<file path="config.mk">
export PLATFORM = sky130hd
export DESIGN_NAME = droop_det_flat
export DESIGN_NICKNAME = d
export VERILOG_FILES = /design/src/rtl/droop_det_if.sv /design/src/rtl/droop_det.sv /design/src/flat_wrapper.sv
export SDC_FILE = /design/constraint.sdc
export NUM_CORES = 1
export LEC_CHECK = 0
export CORE_ASPECT_RATIO = 1.75
export CORE_MARGIN = 8
export CORE_UTILIZATION = 45
export DETAILED_ROUTE_END_ITERATION = 8
export PLACE_DENSITY = 0.76
export SLEW_MARGIN = 20
export SYNTH_ARGS = -nofsm -noshare
export SYNTH_HDL_FRONTEND = slang
export SYNTH_SLANG_ARGS = --single-unit
</file>
<file path="constraint.sdc">
create_clock -name refclk -period 2.68 [get_ports refclk]
set_clock_uncertainty 0.05 [all_clocks]
set_input_delay 0.536 -clock refclk [delete_from_list [all_inputs] [get_ports refclk]]
set_output_delay 0.536 -clock refclk [all_outputs]
set_load 0.05 [all_outputs]
</file>
<file path="src/rtl/droop_det_if.sv">
// Shared brake-state type and the detector's bus: sample stream and controls in,
// brake request and status out.
package droop_det_pkg;
    typedef enum logic [1:0] {
        BRAKES_OFF = 2'd0,
        BRAKING    = 2'd1,
        RECOVERING = 2'd2
    } brake_state_t;
endpackage

interface droop_det_if #(
    parameter int ERR_W = 16
);
    logic                        en;
    logic                        err_valid;
    logic signed [ERR_W-1:0]     phase_err;
    droop_det_pkg::brake_state_t brake_state;
    logic                        cnt_clr;
    logic                        brake;
    logic [1:0]                  det_state;
    logic [15:0]                 droop_count;

    modport master (
        output en, err_valid, phase_err, brake_state, cnt_clr,
        input  brake, det_state, droop_count
    );

    modport slave (
        input  en, err_valid, phase_err, brake_state, cnt_clr,
        output brake, det_state, droop_count
    );
endinterface

</file>
<file path="src/rtl/droop_det.sv">
// Supply-droop detector: qualifies TDC phase-error magnitude with hysteresis and
// consecutive-sample filters, then raises a registered brake request.
module droop_det #(
    parameter int ERR_W          = 16,
    parameter int TRIP_THRESH    = 1000,
    parameter int CLEAR_THRESH   = 250,
    parameter int TRIP_CYCLES    = 4,
    parameter int CLEAR_CYCLES   = 16,
    parameter int HOLDOFF_CYCLES = 64
) (
    input  logic        refclk,
    input  logic        resetn,
    droop_det_if.slave  bus
);
    import droop_det_pkg::*;

    localparam int TW = $clog2(TRIP_CYCLES + 1);
    localparam int CW = $clog2(CLEAR_CYCLES + 1);
    localparam int HW = $clog2(HOLDOFF_CYCLES + 1);

    localparam logic [ERR_W-1:0] TRIP_T   = ERR_W'(TRIP_THRESH);
    localparam logic [ERR_W-1:0] CLEAR_T  = ERR_W'(CLEAR_THRESH);
    localparam logic [ERR_W-1:0] MAG_MAX  = {1'b0, {(ERR_W-1){1'b1}}};
    localparam logic [ERR_W-1:0] ERR_MIN  = {1'b1, {(ERR_W-1){1'b0}}};
    localparam logic [TW-1:0]    TRIP_LAST = TW'(TRIP_CYCLES - 1);
    localparam logic [CW-1:0]    CLR_LAST  = CW'(CLEAR_CYCLES - 1);
    localparam logic [HW-1:0]    HOLD_INIT = HW'(HOLDOFF_CYCLES);

    typedef enum logic [1:0] {
        IDLE    = 2'd0,
        ARMED   = 2'd1,
        TRIPPED = 2'd2,
        HOLDOFF = 2'd3
    } state_t;

    state_t          state_q;
    logic            brake_q;
    logic [TW-1:0]   trip_cnt_q;
    logic [CW-1:0]   clr_cnt_q;
    logic [HW-1:0]   hold_cnt_q;
    logic [15:0]     droop_cnt_q, droop_cnt_d;

    logic [ERR_W-1:0] mag;
    logic             is_droop, is_recov, trip_fire;

    // The most negative code has no positive twin, so clamp it to full scale.
    always_comb begin
        mag = bus.phase_err;
        if (bus.phase_err == ERR_MIN)
            mag = MAG_MAX;
        else if (bus.phase_err[ERR_W-1])
            mag = -bus.phase_err;
    end

    assign is_droop  = (mag >= TRIP_T);
    assign is_recov  = (mag <= CLEAR_T);
    assign trip_fire = bus.en && (state_q == ARMED) && bus.err_valid &&
                       is_droop && (trip_cnt_q == TRIP_LAST);

    // A clear landing on a trip edge still records that trip.
    always_comb begin
        droop_cnt_d = droop_cnt_q;
        if (bus.cnt_clr)
            droop_cnt_d = {15'd0, trip_fire};
        else if (trip_fire && droop_cnt_q != 16'hFFFF)
            droop_cnt_d = droop_cnt_q + 16'd1;
    end

    always_ff @(posedge refclk or negedge resetn) begin
        if (!resetn) begin
            state_q     <= IDLE;
            brake_q     <= 1'b0;
            trip_cnt_q  <= '0;
            clr_cnt_q   <= '0;
            hold_cnt_q  <= '0;
            droop_cnt_q <= '0;
        end else begin
            droop_cnt_q <= droop_cnt_d;
            if (!bus.en) begin
                state_q    <= IDLE;
                brake_q    <= 1'b0;
                trip_cnt_q <= '0;
                clr_cnt_q  <= '0;
                hold_cnt_q <= '0;
            end else begin
                case (state_q)
                    IDLE: begin
                        brake_q    <= 1'b0;
                        trip_cnt_q <= '0;
                        clr_cnt_q  <= '0;
                        hold_cnt_q <= '0;
                        state_q    <= ARMED;
                    end
                    ARMED: begin
                        if (bus.err_valid) begin
                            if (trip_fire) begin
                                state_q    <= TRIPPED;
                                brake_q    <= 1'b1;
                                trip_cnt_q <= '0;
                                clr_cnt_q  <= '0;
                            end else if (is_droop)
                                trip_cnt_q <= trip_cnt_q + 1'b1;
                            else
                                trip_cnt_q <= '0;
                        end
                    end
                    TRIPPED: begin
                        brake_q <= 1'b1;
                        if (bus.err_valid) begin
                            if (is_recov && clr_cnt_q == CLR_LAST) begin
                                state_q    <= HOLDOFF;
                                brake_q    <= 1'b0;
                                clr_cnt_q  <= '0;
                                hold_cnt_q <= HOLD_INIT;
                            end else if (is_recov)
                                clr_cnt_q <= clr_cnt_q + 1'b1;
                            else
                                clr_cnt_q <= '0;
                        end
                    end
                    HOLDOFF: begin
                        // Samples are ignored here; re-arm needs both the timer and a quiet manager.
                        brake_q <= 1'b0;
                        if (hold_cnt_q != '0)
                            hold_cnt_q <= hold_cnt_q - 1'b1;
                        else if (bus.brake_state == BRAKES_OFF)
                            state_q <= ARMED;
                    end
                    default: state_q <= IDLE;
                endcase
            end
        end
    end

    assign bus.brake       = brake_q;
    assign bus.det_state   = state_q;
    assign bus.droop_count = droop_cnt_q;

endmodule

</file>
<file path="src/flat_wrapper.sv">
// flat-port wrapper written by rule: the top's interface ports become plain ports
module droop_det_flat import droop_det_pkg::*;
#(
    parameter int ERR_W          = 16,
    parameter int TRIP_THRESH    = 1000,
    parameter int CLEAR_THRESH   = 250,
    parameter int TRIP_CYCLES    = 4,
    parameter int CLEAR_CYCLES   = 16,
    parameter int HOLDOFF_CYCLES = 64
)
  (refclk, resetn, bus_en, bus_err_valid, bus_phase_err, bus_brake_state, bus_cnt_clr, bus_brake, bus_det_state, bus_droop_count);
  droop_det_if #(.ERR_W(ERR_W)) bus_i ();
  input  logic refclk;
  input  logic resetn;
  input wire logic [$bits(bus_i.en)-1:0] bus_en;
  input wire logic [$bits(bus_i.err_valid)-1:0] bus_err_valid;
  input wire logic [$bits(bus_i.phase_err)-1:0] bus_phase_err;
  input wire logic [$bits(bus_i.brake_state)-1:0] bus_brake_state;
  input wire logic [$bits(bus_i.cnt_clr)-1:0] bus_cnt_clr;
  output wire logic [$bits(bus_i.brake)-1:0] bus_brake;
  output wire logic [$bits(bus_i.det_state)-1:0] bus_det_state;
  output wire logic [$bits(bus_i.droop_count)-1:0] bus_droop_count;
  assign bus_i.en = bus_en;
  assign bus_i.err_valid = bus_err_valid;
  assign bus_i.phase_err = bus_phase_err;
  assign bus_i.brake_state = bus_brake_state;
  assign bus_i.cnt_clr = bus_cnt_clr;
  assign bus_brake = bus_i.brake;
  assign bus_det_state = bus_i.det_state;
  assign bus_droop_count = bus_i.droop_count;
  droop_det #(.ERR_W(ERR_W), .TRIP_THRESH(TRIP_THRESH), .CLEAR_THRESH(CLEAR_THRESH), .TRIP_CYCLES(TRIP_CYCLES), .CLEAR_CYCLES(CLEAR_CYCLES), .HOLDOFF_CYCLES(HOLDOFF_CYCLES)) u_core (.refclk(refclk), .resetn(resetn), .bus(bus_i));
endmodule
</file>
### Yosys cells after proc, flatten, opt, wreduce, memory -nomap -nowiden

Index checks and enable logic that the tools add are counted.

| word-level totals | value |
|---|---|
| register bits after elaboration | 34 |
| output and inout bits | 19 |
| input bits | 23 |
| logic and storage cells | 81 |

| cells by class | value |
|---|---|
| reduce and logical (&&, ||, !) cells | 16 |
| $lt $le $gt $ge | 2 |
| eq/ne operators | 17 |
| $add $sub $neg | 5 |
| muxes and demuxes | 35 |

Operator list:

| cell | number |
|---|---|
| 2-to-1 mux 16 bit | 4 |
| 2-to-1 mux 5 bit | 6 |
| 2-to-1 mux 7 bit | 4 |
| case mux 7 bit (3 select lines) | 1 |
| adder 16 x 1 -> 16 bit (second input constant) | 1 |
| == test 16 bit (second input constant) | 1 |
| >= comparator 16 x 10 -> 1 bit (second input constant) | 1 |
| <= comparator 16 x 8 -> 1 bit (second input constant) | 1 |
| != test 16 bit (second input constant) | 1 |
| negation 16 bit | 1 |
| case mux 5 bit (3 select lines) | 1 |
| 2-to-1 mux 2 bit | 7 |
| 2-to-1 mux 3 bit | 4 |
| != test 3 x 2 -> 1 bit (second input constant) | 4 |
| != test 3 bit (second input constant) | 3 |
| != test 4 x 1 -> 1 bit (second input constant) | 2 |
| case mux 2 bit (4 select lines) | 1 |
| AND reduction 4 bit | 2 |
| nonzero test 7 bit | 1 |
| subtractor 7 x 1 -> 7 bit (second input constant) | 1 |
| logical AND 1 bit | 6 |
| case mux 3 bit (2 select lines) | 1 |
| AND reduction 6 bit | 1 |
| adder 5 x 1 -> 5 bit (second input constant) | 1 |
| other kinds (12) | 19 |

### Longest topological paths before layout

| logic depth | value |
|---|---|
| depth after elaboration | 10 |
| mapped depth | 11 |

### Worst setup path before layout

Ideal clock, no wire load.

| timing | value |
|---|---|
| path type | input to register |
| from | input bus_phase_err[0] |
| to | register u_core.droop_cnt_q[10], in the netlist u_core.bus.droop_count[10] |
| path buffers | 1 |
| data required time | 2552 ps |
| stages on the path | 10 |
| slack | -288 ps |
| arrival time | 2840 ps |
| cell sequence | inv_1 > ha_1 > or4b_4 > or4_1 > o22ai_2 > nor4_4 > o21a_1 > buf_2 > or4_1 > a21oi_1 |

| between the ends | value |
|---|---|
| cells in the longest elaborated chain, start to end | 8 |

Ends and longest elaborated chain:

| element | line | RTL |
|---|---|---|
| start, declared | flat_wrapper.sv:17 | `input wire logic [$bits(bus_i.phase_err)-1:0] bus_phase_err;` |
| negation 16 bit | droop_det.sv:52 | `mag = -bus.phase_err;` |
| 2-to-1 mux 16 bit | droop_det.sv:51 | `else if (bus.phase_err[ERR_W-1])` |
| 2-to-1 mux 16 bit * | droop_det.sv:49 | `if (bus.phase_err == ERR_MIN)` |
| >= comparator 16 x 10 -> 1 bit * | droop_det.sv:55 | `assign is_droop = (mag >= TRIP_T);` |
| logical AND 1 bit * | droop_det.sv:57 | `assign trip_fire = bus.en && (state_q == ARMED) && bus.err_valid &&` |
| logical AND 1 bit * | droop_det.sv:58 | `is_droop && (trip_cnt_q == TRIP_LAST);` |
| logical AND 1 bit * | droop_det.sv:65 | `else if (trip_fire && droop_cnt_q != 16'hFFFF)` |
| nonzero test 2 bit (no line) * | n/a |  |
| end signal, assigned | droop_det.sv:78 | `droop_cnt_q <= droop_cnt_d;` |
| end, declared | droop_det.sv:41 | `logic [15:0] droop_cnt_q, droop_cnt_d;` |

Every way passes the cells marked *; elsewhere a longest branch is shown, timed or not.
A chain may end at the register's enable or synchronous reset.

### Worst setup path in the final report

| timing | value |
|---|---|
| from | input bus_phase_err[0] |
| to | register u_core.droop_cnt_q[4], in the netlist u_core.bus.droop_count[4] |

Same word-level chain as after synthesis.

==> results.json <==
{
  "numCtsBuffers": 5,
  "path_cells": "buf_12 > inv_12 > ha_4 > or4b_4 > or4_4 > o22ai_4 > nor4_4 > o21a_2 > buf_6 > buf_16 > or4_4 > a21oi_2",
  "syn_inst": 296,
  "synth_enable_flop_cells": 0,
  "setup.worst_path.class": "input pin to flop",
  "critPathTopFamily": "simple AND/OR/NAND/NOR gates",
  "ys_ff_latch": 34,
  "place_ws_ps": -965.5,
  "finalCritPeriodShare": 1.090,
  "drc": 0,
  "cpPeakStageDelay_ps": 520,
  "hold_buffers": 0,
  "critPathArrivalTime_ps": 3100,
  "multi_input_area_um2": 2083,
  "drt_pass1_iterations": 4,
  "wl_mm": 9.092,
  "die_w_um": 73.17,
  "maxCapViolCount": 0,
  "n_antenna_cell": 0,
  "die_y_um": 116.0,
  "grt.total_usage": 0.2109,
  "crit_fanout": 5,
  "cts.clk_slew.worst_paths_ps": 70,
  "hp-class": "flop to flop",
  "drtIter0Drc": 129,
  "p_seq_frac": 0.310,
  "r2r-end": "u_core.bus.droop_count[5]",
  "ant_nets": 0,
  "clock_latency_ps": 300,
  "grt_max_degree": 35,
  "r2r-start": "u_core.bus.droop_count[5]",
  "leakage_nw": 1.699,
  "synth_area_leaders": "dfrtp_1, ha_1, o31ai_1",
  "outcome": "complete, but fails checks",
  "combPwrFrac": 0.484,
  "antenna_found_initial": 0,
  "initial_core_util": 0.4645,
  "seq_area_um2": 850.8,
  "wl_per_cell_um": 19.47,
  "yosysTopAreaCell": "dfrtp_1",
  "worstMarginPinSlew_ps": 517.1,
  "fmax_mhz": 342.3,
  "grt_pass1_vias": 3050,
  "port_buffers": 41,
  "gpl.final_weighted_congestion": 0.8952,
  "cts_tree": "built",
  "gr-total-overflow": 0,
  "start_kind": "input pin",
  "vias": 2869,
  "p_sw_mw": 0.7938,
  "rr_worst_depth": 8,
  "grt_pass1_wl_mm": 14.10,
  "yosysWarnings": 0,
  "path_depth": 12,
  "cp-startpoint": "bus_phase_err[0]",
  "hold_viol_final": 0,
  "fillers": 377,
  "clock_path_buffers": 2,
  "htreeDepth": 2,
  "report.final.slew_viol_count": 0,
  "drive_above_1_share": 0.4194,
  "worstSetupEndpoint": "u_core.bus.droop_count[4]",
  "switching_share": 0.4042,
  "finalWorstSetupSlack_ps": -241.3,
  "ys.flop_type": "dfrtp_1",
  "ioPinCount": 42,
  "cellInternalPower_mw": 1.170,
  "fin_util": 0.7584,
  "ys_types": 62,
  "crit_top_cell": "or4_4",
  "pwr_density_cell_nw_per_um2": 467.5,
  "layout.nets": 426,
  "cts_sinks": 34,
  "slew_headroom": 0.6542,
  "clock-root-buffer": "clkbuf_8",
  "syn_to_final_growth_pct": 63.25,
  "synth_area_um2": 2574,
  "cp-end-kind": "flop",
  "tns_ps": -4266,
  "yosysTopAreaCellShare": 0.3306,
  "peakVddDrop_uv": 406.1,
  "finalCriticalPeriod_ps": 2921,
  "cp_slowest_cell": "or4_4",
  "crit_buf_inv": 4,
  "async_flop_share": 1.000,
  "finalSetupViolations": 34,
  "syn_avg_cell_area_um2": 8.695,
  "syn_nets": 332,
  "rsz0062_at_grt": "true",
  "die_area_um2": 8491,
  "core_area_um2": 5540,
  "dpl.hpwl_mm": 5.333,
  "seq_area_frac_synth": 0.3306,
  "rows": 36,
  "drt-vias-per-instance": 6.143,
  "required_ps": 2850,
  "p_clk_frac": 0.206,
  "violations": "negative setup slack",
  "ff2ff_setup_slack_ps": 40
}
==> registers in the layout, summed over array words and instances, names as in the netlist <==
register / cells
u_core.bus.det_state: 2
u_core.bus.droop_count: 16
u_core.hold_cnt_q: 7
u_core.bus.brake: 1
u_core.clr_cnt_q: 5
u_core.trip_cnt_q: 3
==> cells by family after synthesis <==
| family | after synthesis | share of synthesized area |
|---|---|---|
| and+or+nand+nor | 115 | 0.2649 |
| AOI/OAI and AO/OA | 87 | 0.2334 |
| DFF | 34 | 0.3306 |
| buffers and inverters | 33 | 0.05250 |
| adders and majority gates | 13 | 0.06320 |
| muxes | 11 | 0.04521 |
| xor gates and xnor gates | 3 | 0.01021 |
==> worst min path at each step <==
stage | depth (start not counted) | end | slack (ps) | startpoint
2_1_floorplan | 0 | u_core.bus.brake | 190 | resetn
3_3_place_gp | 1 | u_core.clr_cnt_q[3] | 420 | u_core.clr_cnt_q[3]
3_5_place_dp | 1 | u_core.clr_cnt_q[3] | 430 | u_core.clr_cnt_q[3]
4_1_cts | 1 | u_core.trip_cnt_q[0] | 440 | u_core.trip_cnt_q[0]
5_1_grt | 1 | u_core.clr_cnt_q[3] | 470 | u_core.clr_cnt_q[3]
6_report | 1 | u_core.trip_cnt_q[0] | 450 | u_core.trip_cnt_q[0]
==> metrics by stage <==
| stage | cell area (µm²) | instances | total power, mW | hold WS (ps) |
|---|---|---|---|---|
| floorplan | 2655 | 296 | 1.075 | 190.4 |
| global placement | 3427 | 439 | 1.334 | 418.6 |
| detailed placement | 3427 | 439 | 1.354 | 432.4 |
| CTS | 3955 | 462 | 1.858 | 443.1 |
| global route | 4202 | 467 | 2.059 | 465.0 |
| finish | 4202 | 467 | 1.964 | 445.8 |
==> cells in the final DEF (no fill, tap or decap), types with 6 or more instances in the layout <==
| cell | netlist | final |
|---|---|---|
| ha_1 | 13 | 12 |
| nor2_1 | 14 | 14 |
| and3_1 | 8 | 7 |
| a21oi_1 | 19 | 11 |
| clkbuf_8 | 0 | 6 |
| nand2_1 | 17 | 17 |
| dfrtp_1 | 34 | 34 |
| buf_6 | 0 | 14 |
| or4_4 | 1 | 9 |
| o31ai_4 | 0 | 7 |
| nor2b_1 | 6 | 6 |
| a21oi_2 | 2 | 8 |
| or4_1 | 14 | 6 |
| buf_4 | 2 | 46 |
| inv_1 | 16 | 14 |
| nand3_1 | 15 | 15 |
| clkdlybuf4s50_1 | 0 | 29 |
| o21ai_2 | 0 | 6 |
| o31ai_2 | 0 | 9 |
==> synthesized netlist by cell type (2+ instances only) <==
library cell	number
dfrtp_1	34
o31ai_1	21
a21oi_1	19
nand2_1	17
inv_1	16
nand3_1	15
nor2_1	14
or4_1	14
ha_1	13
o21ai_0	13
clkbuf_1	10
and3_1	8
nor3_1	8
a31oi_1	6
mux2i_1	6
nor2b_1	6
mux2_2	5
or3_1	5
and2_1	4
nand2b_1	4
buf_2	3
nor4_1	3
a211oi_1	2
a21oi_2	2
buf_1	2
buf_4	2
nand3b_1	2
nand4_1	2
o2111ai_1	2
o21ai_1	2
o22ai_1	2
o41ai_1	2
or2_2	2
xor2_1	2
==> cell type report <==
type / count / share of cell area
multi-input cells: 229 / 0.4958
flip-flops and latches: 34 / 0.2025
inverters: 16 / 0.01846
clock buffers: 7 / 0.02055
well taps: 76 / 0.02263
repair buffers: 104 / 0.2388
clock inverters: 1 / 0.001191
==> timing repair <==
item                                    4_1_cts  5_1_grt
gates cloned                                  3        0
buffers inserted                             13        7
endpoints found under the setup margin       34       34
resized for setup                           100       60
pin swaps                                    46       34
==> per-layer routing <==
metal | GRT usage | routed length [µm] | vias up
met5 | 0 | 0 | -
met4 | 0.1425 | 261 | 0
met3 | 0.04593 | 385 | 24
met2 | 0.3767 | 5083 | 77
met1 | 0.2096 | 3362 | 1439
li1 | - | - | 1329
==> power by group through the flow <==
stage	Sequential (mW)	Clock [mW]	Combinational, mW
floorplan	0.659	0	0.416
global placement	0.608	0	0.726
detailed placement	0.611	0	0.743
CTS	0.604	0.410	0.844
global route	0.617	0.420	1.02
finish	0.609	0.404	0.950
Power figures use the tool's default switching activity.
